<file path="config.mk">
export PLATFORM = sky130hd
export DESIGN_NAME = sandbox_host_link
export DESIGN_NICKNAME = d
export VERILOG_FILES = /design/src/rtl/sandbox_link_pkg.sv /design/src/rtl/sandbox_link_tx_serializer.sv /design/src/rtl/sandbox_host_link.sv
export SDC_FILE = /design/constraint.sdc
export NUM_CORES = 1
export LEC_CHECK = 0
export BUFFER_PORTS_ARGS = -buffer_cell sky130_fd_sc_hd__buf_2
export CORE_AREA = 4 4 104 106
export CTS_CLUSTER_DIAMETER = 50
export DETAILED_ROUTE_END_ITERATION = 12
export DIE_AREA = 0 0 108 110
export PLACE_DENSITY = 0.73
export SYNTH_ARGS = -nofsm -noshare
export SYNTH_HDL_FRONTEND = slang
export SYNTH_SLANG_ARGS = --single-unit
</file>
<file path="constraint.sdc">
create_clock -name masterClock -period 2.2 [get_ports masterClock]
set_input_delay 0.33 -clock masterClock [delete_from_list [all_inputs] [get_ports masterClock]]
set_output_delay 0.33 -clock masterClock [all_outputs]
set_load 0.005 [all_outputs]
</file>
<file path="src/rtl/sandbox_link_pkg.sv">
// Shared state encodings and frame layout constants for the sandbox host link.
package sandbox_link_pkg;
    typedef enum logic [1:0] {
        RX_IDLE,
        RX_COLLECT,
        RX_HOLD,
        RX_RELEASE
    } rx_state_t;

    typedef enum logic [1:0] {
        TX_IDLE,
        TX_SEND,
        TX_WAITHI,
        TX_WAITLO
    } tx_state_t;

    localparam int FRAME_BYTES  = 5;
    localparam int CTRL_IDX     = 0;
    localparam int DATA_MSB_IDX = 1;
endpackage

</file>
<file path="src/rtl/sandbox_link_tx_serializer.sv">
// Serializes {status, outputData} into five UART bytes on a rising edge of transmit_data.
module sandbox_link_tx_serializer
    import sandbox_link_pkg::*;
(
    input  logic        clk,
    input  logic        reset,
    input  logic        transmit_data,
    input  logic [7:0]  status,
    input  logic [31:0] output_data,
    input  logic        tx_busy,
    output logic        tx_start,
    output logic [7:0]  tx_byte
);
    tx_state_t   tx_state_q, tx_state_d;
    logic [39:0] shift_q, shift_d;
    logic [2:0]  cnt_q, cnt_d;
    logic        td_prev_q, td_prev_d;

    always_ff @(posedge clk) begin
        if (reset) begin
            tx_state_q <= TX_IDLE;
            shift_q    <= '0;
            cnt_q      <= '0;
            td_prev_q  <= 1'b0;
        end else begin
            tx_state_q <= tx_state_d;
            shift_q    <= shift_d;
            cnt_q      <= cnt_d;
            td_prev_q  <= td_prev_d;
        end
    end

    always_comb begin
        tx_state_d = tx_state_q;
        shift_d    = shift_q;
        cnt_d      = cnt_q;
        td_prev_d  = transmit_data;
        tx_start   = 1'b0;
        case (tx_state_q)
            TX_IDLE: begin
                if (transmit_data && !td_prev_q) begin
                    shift_d    = {status, output_data};
                    cnt_d      = '0;
                    tx_state_d = TX_SEND;
                end
            end
            TX_SEND: begin
                if (!tx_busy) begin
                    tx_start   = 1'b1;
                    tx_state_d = TX_WAITHI;
                end
            end
            TX_WAITHI: begin
                if (tx_busy) tx_state_d = TX_WAITLO;
            end
            TX_WAITLO: begin
                // Byte is on the wire until busy drops, so only advance then.
                if (!tx_busy) begin
                    shift_d    = shift_q << 8;
                    cnt_d      = cnt_q + 3'd1;
                    tx_state_d = (cnt_q == 3'(FRAME_BYTES - 1)) ? TX_IDLE : TX_SEND;
                end
            end
            default: tx_state_d = TX_IDLE;
        endcase
    end

    assign tx_byte = shift_q[39:32];
endmodule

</file>
<file path="src/rtl/sandbox_host_link.sv">
// Host framing link: assembles 5-byte command frames from the UART and sends 5-byte responses.
module sandbox_host_link
    import sandbox_link_pkg::*;
#(
    parameter int FRAME_TIMEOUT = 100000
) (
    input  logic        masterClock,
    input  logic        reset,
    input  logic        rxValid,
    input  logic [7:0]  rxByte,
    input  logic        txBusy,
    output logic        txStart,
    output logic [7:0]  txByte,
    output logic        dataReceived,
    output logic [7:0]  control,
    output logic [31:0] inputData,
    input  logic        clearDR,
    input  logic        transmitData,
    input  logic [7:0]  status,
    input  logic [31:0] outputData,
    output logic        frameError
);
    localparam int TW = (FRAME_TIMEOUT > 2) ? $clog2(FRAME_TIMEOUT) : 1;
    localparam logic [TW-1:0] TO_LAST = TW'(FRAME_TIMEOUT - 1);

    rx_state_t    rx_state_q, rx_state_d;
    logic [2:0]   idx_q, idx_d;
    logic [TW-1:0] to_cnt_q, to_cnt_d;
    logic [7:0]   control_q, control_d;
    logic [31:0]  input_data_q, input_data_d;
    logic         frame_error_q, frame_error_d;

    always_ff @(posedge masterClock) begin
        if (reset) begin
            rx_state_q    <= RX_IDLE;
            idx_q         <= '0;
            to_cnt_q      <= '0;
            control_q     <= '0;
            input_data_q  <= '0;
            frame_error_q <= 1'b0;
        end else begin
            rx_state_q    <= rx_state_d;
            idx_q         <= idx_d;
            to_cnt_q      <= to_cnt_d;
            control_q     <= control_d;
            input_data_q  <= input_data_d;
            frame_error_q <= frame_error_d;
        end
    end

    always_comb begin
        rx_state_d    = rx_state_q;
        idx_d         = idx_q;
        to_cnt_d      = '0;
        control_d     = control_q;
        input_data_d  = input_data_q;
        frame_error_d = 1'b0;
        case (rx_state_q)
            RX_IDLE: begin
                if (rxValid) begin
                    control_d  = rxByte;
                    idx_d      = 3'(DATA_MSB_IDX);
                    rx_state_d = RX_COLLECT;
                end
            end
            RX_COLLECT: begin
                // A byte arriving on the expiry cycle wins over the timeout.
                if (rxValid) begin
                    case (idx_q)
                        3'd1:    input_data_d[31:24] = rxByte;
                        3'd2:    input_data_d[23:16] = rxByte;
                        3'd3:    input_data_d[15:8]  = rxByte;
                        default: input_data_d[7:0]   = rxByte;
                    endcase
                    idx_d = idx_q + 3'd1;
                    if (idx_q == 3'(FRAME_BYTES - 1)) rx_state_d = RX_HOLD;
                end else if (to_cnt_q == TO_LAST) begin
                    frame_error_d = 1'b1;
                    idx_d         = 3'(CTRL_IDX);
                    rx_state_d    = RX_IDLE;
                end else begin
                    to_cnt_d = to_cnt_q + 1'b1;
                end
            end
            RX_HOLD: begin
                frame_error_d = rxValid;
                if (clearDR) rx_state_d = RX_RELEASE;
            end
            RX_RELEASE: begin
                frame_error_d = rxValid;
                if (!clearDR) rx_state_d = RX_IDLE;
            end
            default: rx_state_d = RX_IDLE;
        endcase
    end

    assign dataReceived = (rx_state_q == RX_HOLD);
    assign control      = control_q;
    assign inputData    = input_data_q;
    assign frameError   = frame_error_q;

    sandbox_link_tx_serializer u_tx (
        .clk           (masterClock),
        .reset         (reset),
        .transmit_data (transmitData),
        .status        (status),
        .output_data   (outputData),
        .tx_busy       (txBusy),
        .tx_start      (txStart),
        .tx_byte       (txByte)
    );
endmodule

</file>
# After elaboration in Yosys (flattened, before gate mapping)
# Cells that the tools add are included.
word_totals:
  ff_bits: 109
  latch_bits: 0
  ramBits: 0
  rom_bits: 0
  output_inout_bits: 51
  n_memories: 0
op_classes:
  add_sub_neg: 3
  mul: 0
  div_mod_pow: 0
  magnitude_cmp: 0
  n_eq_ne: 21
  shift: 0
  muxes: 28
  n_bitwise: 2
  reduce_logical: 18
ops:
  columns: ["operator", "n"]
  rows:
  - ["$mux 40", 2]
  - ["$pmux 40 s2", 1]
  - ["$mux 2", 10]
  - ["$reduce_and 3->1", 6]
  - ["$add 17x1->17 const B", 1]
  - ["$eq 17x17->1 const B", 1]
  - ["$pmux 2 s4", 2]
  - ["$mux 3", 5]
  - ["$pmux 3 s2", 2]
  - ["$ne 2x2->1 const B", 5]
  - ["$eq 2x2->1 const B", 4]
  - ["$add 3x1->3 const B", 2]
  - ["$eq 3x2->1 const B", 2]
  - ["$eq 3x3->1 const B", 2]
  - ["$ne 3x3->1 const B", 2]
  - ["$mux 1", 5]
  - ["$reduce_and 5->1", 1]
  - ["$eq 2x1->1 const B", 2]
  - ["$logic_not 2->1", 2]
  - ["$ne 2x1->1 const B", 2]
  - ["$reduce_and 4->1", 1]
  - ["$reduce_bool 2->1", 2]
  - ["$reduce_or 4->1", 1]
  - ["$eq 3x1->1 const B", 1]
  - ["7 further kinds", 8]

# Depth between registers and ports, before layout
logic_depth:
  word_depth: 4
  depth_mapped: 7

# Modules after synthesis
# From an unflattened synthesis, not the netlist that was laid out.
unflattened:
  hier_cells: 511
  hier_area_um2: 4689.5
modules_own_cells:
  columns: ["module", "instances", "cells_per_inst", "area_each_um2"]
  rows:
  - ["sandbox_host_link", 1, 289, 2573.7]
  - ["sandbox_link_tx_serializer", 1, 222, 2115.8]

# Worst setup path after synthesis
# Ideal clock, no wire load.
synth_timing:
  path_type: "reg-to-reg"
  start: "register u_tx.tx_state_q[1]"
  end: "register u_tx.shift_q[28]"
  setup_ns: 0.146
  arrival_time_ns: 1.554
  required_time_ns: 2.054
  setup_slack_ns: 0.500
  stages_incl_launch_ff: 7
  n_path_buf: 2
  period_less_slack_ns: 1.700
  cell_sequence: "dfxtp_1 > ha_1 > buf_2 > and2_4 > a211oi_4 > buf_4 > a211oi_2"
synth_between:
  elab_chain_cells: 3
  word_cells_on_any_way: 7
  classes_between: "3 x eq/ne; 1 x mux; 3 x reduce/logical"
synth_lines:
  columns: ["item", "line_no", "text"]
  rows:
  - ["start, declared", "sandbox_link_tx_serializer.sv:14", "tx_state_t tx_state_q, tx_state_d;"]
  - ["start signal, assigned", "sandbox_link_tx_serializer.sv:26", "tx_state_q <= tx_state_d;"]
  - ["$eq 2x2->1 / $logic_not 2->1 (equally long branches)", "sandbox_link_tx_serializer.sv:39", "case (tx_state_q)"]
  - ["$ne 2x2->1 (no line), or another cell as far along", null, null]
  - ["$reduce_and 3->1 (no line)", null, null]
  - ["end signal, assigned", "sandbox_link_tx_serializer.sv:27", "shift_q <= shift_d;"]
  - ["end, declared", "sandbox_link_tx_serializer.sv:15", "logic [39:0] shift_q, shift_d;"]
# Several ways; a longest one is shown, not always the timed one.
# A chain may end at the register's enable or synchronous reset.

# Final worst setup path
layout_timing:
  start: "register u_tx.tx_state_q[0]"
  end: "register u_tx.tx_state_q[0]"
layout_between:
  elab_chain_cells: 3
  word_cells_on_any_way: 10
  classes_between: "7 x eq/ne; 1 x mux; 2 x reduce/logical"
layout_lines:
  columns: ["item", "line_no"]
  rows:
  - ["$eq 2x2->1, or another cell as far along", "sandbox_link_tx_serializer.sv:39"]
  - ["$ne 2x2->1 (no line) / $ne 2x1->1 (equally long branches)", null]
  - ["$reduce_and 4->1 (no line)", null]
# Several ways; a longest one is shown, not always the timed one.

==> impl_metrics.json <==
{
  "hold_path_class": "input pin to register",
  "antennaDiodeCount": 0,
  "period_share_pct": 93.29,
  "yosysSeqAreaShare_pct": 44.91,
  "arrival_ps": 2330,
  "dpl.hpwl_um": 7798,
  "synthAdderAreaFrac_pct": 3.348,
  "cts.reportedPaths.clkPinSlew_ps": 120,
  "p_leak_nw": 2.226,
  "dieWidth_um": 108,
  "required_ps": 2470,
  "die-height_um": 110,
  "area_growth_pct": 16.10,
  "ios": 105,
  "critical_path.cell_chain": "inv_1 -> ha_1 -> mux2_2 -> a211oi_1 -> o21ai_0 -> a221oi_1",
  "cts_root_buf": "clkbuf_8",
  "timing.fmax_mhz": 487.3,
  "cts_tree": "built",
  "grt_use_total_pct": 18.63,
  "ys.warnings.count": 0,
  "ctsResizeCount": 0,
  "post_cts_buffers": 0,
  "antenna_found_initial": 0,
  "tightest_slew_ps": 583.2,
  "h-tree-depth": 3,
  "synthFlopType": "dfxtp_1",
  "finish.utilization_pct": 57.71,
  "startpoint_type": "register",
  "hold_depth": 3,
  "nets": 675,
  "place_worst_setup_slack_ps": 181.1,
  "drc": 0,
  "stdcell_count": 746,
  "drv_cap": 0,
  "reg2regPathDepth": 6,
  "grt_max_degree": 93,
  "finalClockSkew_ps": 14.64,
  "r2r_slack_ps": 150,
  "fillers": 879,
  "yosys-top-cells-area": "dfxtp_1, mux2i_1, a211oi_2",
  "avgSynthCellArea_um2": 9.237,
  "dieArea_um2": 11880,
  "async_flop_share_pct": 0,
  "synthXorXnorAreaFrac_pct": 2.163,
  "syn_area_um2": 4858,
  "multi_input_area_um2": 2410,
  "min_to": "u_tx.shift_q[0]",
  "seq_area_um2": 2182,
  "endpoint_kind": "register",
  "portBuffers": 104,
  "path_buf_inv": 1,
  "routabilityCongestion": 0.8362,
  "path_class": "register to register",
  "start_util_pct": 49.71,
  "fin_crit_ps": 2052,
  "core-area_um2": 9774,
  "reg2reg_from": "u_tx.tx_state_q[0]",
  "grt_overflow_total": 0,
  "setup_ws_ps": 147.7,
  "grt_pass1_wl_um": 17600,
  "setup_viol": 0,
  "synth_cell_types": 44,
  "row_count": 36,
  "rsz0062_at_grt": "false",
  "synthMuxAreaShare_pct": 8.885,
  "ys_ff_latch": 109,
  "clock_path_buffers": 2,
  "via_per_inst": 5.259,
  "hold_viol_final": 0,
  "drtAntennaViolNets": 0,
  "synth_simple_gate_area_share_pct": 18.05,
  "ir_worst_vdd_v": 0.0006892,
  "power_density_nw_per_um2": 955.9,
  "insertion_delay_ps": 380,
  "detail_route.wl_per_cell_um": 14.44,
  "final.setup.tns_ps": 0,
  "synth_edf_count": 0,
  "first_global_vias": 3842,
  "worst-path-max-fanout": 5,
  "cp_top_family": "compound AO/OA/AOI/OAI gates",
  "hold_buffers": 0,
  "final_max_slew_viol_count": 0,
  "synth_fp_nets": 593,
  "drt-total-wl_um": 10770,
  "synth_compound_area_share_pct": 16.97,
  "dp.cells": 730,
  "min_from": "outputData[0]",
  "synthDominantCellAreaShare_pct": 44.91,
  "drtIter0Drc": 210,
  "slew_headroom_pct": 60.95,
  "vias": 3923,
  "status": "completed",
  "r2r-end": "u_tx.tx_state_q[0]",
  "dr.pass1.iters": 4,
  "syn_inst": 526,
  "synth_largest_area_cell": "dfxtp_1",
  "synth_top_family_by_area": "simple AND/OR/NAND/NOR gates",
  "cp_slowest_cell": "dfxtp_1",
  "critPathMaxStageDelay_ps": 390,
  "drive_above_1_share_pct": 26.75,
  "cts_made_buffers": 9,
  "timing.hold.ws_ps": 188.0,
  "cts_sinks": 109
}
==> flip-flops by register name, indices dropped and copies added, names as in the netlist, named ones only <==
name	cells
u_tx.td_prev_q	1
idx_q	3
control	8
frameError	1
rx_state_q	1
u_tx.cnt_q	3
inputData	32
u_tx.shift_q	40
u_tx.tx_state_q	2
to_cnt_q	17
==> worst max path at each step <==
stage	startpoint	to	slack, ps	cells after the start
after detailed placement	u_tx.tx_state_q[1]	u_tx.tx_state_q[0]	180	6
after global placement	u_tx.tx_state_q[1]	u_tx.tx_state_q[0]	440	6
after floorplan	u_tx.tx_state_q[1]	u_tx.shift_q[28]	500	6
final	u_tx.tx_state_q[0]	u_tx.tx_state_q[0]	150	6
after CTS	u_tx.tx_state_q[0]	u_tx.tx_state_q[0]	140	6
after global routing	u_tx.tx_state_q[0]	u_tx.tx_state_q[0]	40	6
==> layout make-up <==
class / count / share of cell area, %
clock buffers: 9 / 2.196
clock inverters: 7 / 1.575
inverters: 11 / 0.7320
multi-input cells: 364 / 42.72
flip-flops and latches: 109 / 38.69
well taps: 133 / 2.950
repair buffers: 113 / 11.14
==> metrics by stage <==
stage	total power [mW]	area, um2
after floorplan	3.936	4858
after global placement	4.134	5428
after detailed placement	4.216	5428
after CTS	5.461	5640
after global routing	5.756	5640
final	5.392	5640
==> power breakdown <==
part | total [mW] | switching [mW] | internal, mW
clock network | 1.24 | 0.773 | 0.465
logic | 1.74 | 1.00 | 0.737
registers | 2.41 | 0.154 | 2.26
==> layout by cell type, fill, tap and decap left out, types with 7 or more instances in the layout <==
| cell | netlist | routed |
|---|---|---|
| a211oi_2 | 28 | 28 |
| dfxtp_1 | 109 | 109 |
| buf_2 | 10 | 103 |
| xnor2_1 | 7 | 7 |
| inv_1 | 11 | 11 |
| a21oi_1 | 39 | 39 |
| mux2i_1 | 42 | 42 |
| nand2_1 | 54 | 54 |
| buf_4 | 11 | 7 |
| a211oi_1 | 8 | 8 |
| clkbuf_8 | 0 | 9 |
| nor3_1 | 7 | 7 |
| a22oi_1 | 9 | 9 |
| ha_1 | 13 | 12 |
| nand3_1 | 22 | 22 |
| o21ai_0 | 12 | 12 |
| nor2_1 | 72 | 72 |
==> worst min-delay path, cell delays in order <==
cell and delay (ps):
buf_2 70, a22oi_1 50, nor2_1 70
==> routing by layer <==
layer	GRT usage, %	up-vias	routed length (um)
met1	22.71	1799	4733
met3	4.834	17	774
met2	30.77	112	5009
met4	9.017	0	254
met5	0	-	0
li1	-	1995	-
==> cells in the mapped netlist, types with 7 or more instances <==
| library cell | instances |
|---|---|
| nor3_1 | 7 |
| nand2_1 | 54 |
| xnor2_1 | 7 |
| inv_1 | 11 |
| nand3_1 | 22 |
| a211oi_1 | 8 |
| nor2_1 | 72 |
| buf_2 | 10 |
| buf_4 | 11 |
| mux2i_1 | 42 |
| o21ai_0 | 12 |
| dfxtp_1 | 109 |
| clkbuf_1 | 16 |
| a22oi_1 | 9 |
| a21oi_1 | 39 |
| ha_1 | 13 |
| a211oi_2 | 28 |
==> kinds of logic (layout without fill, tap and decap cells) <==
kind of cell / after synthesis / after routing
AO/OA/AOI/OAI: 105 / 105
XOR/XNOR: 12 / 12
adder cells (fa/ha/maj): 13 / 13
buffers and inverters: 53 / 140
flip-flops: 109 / 109
multiplexers: 43 / 43
AND/OR/NAND/NOR: 191 / 191
(Power assumes the default switching activity.)
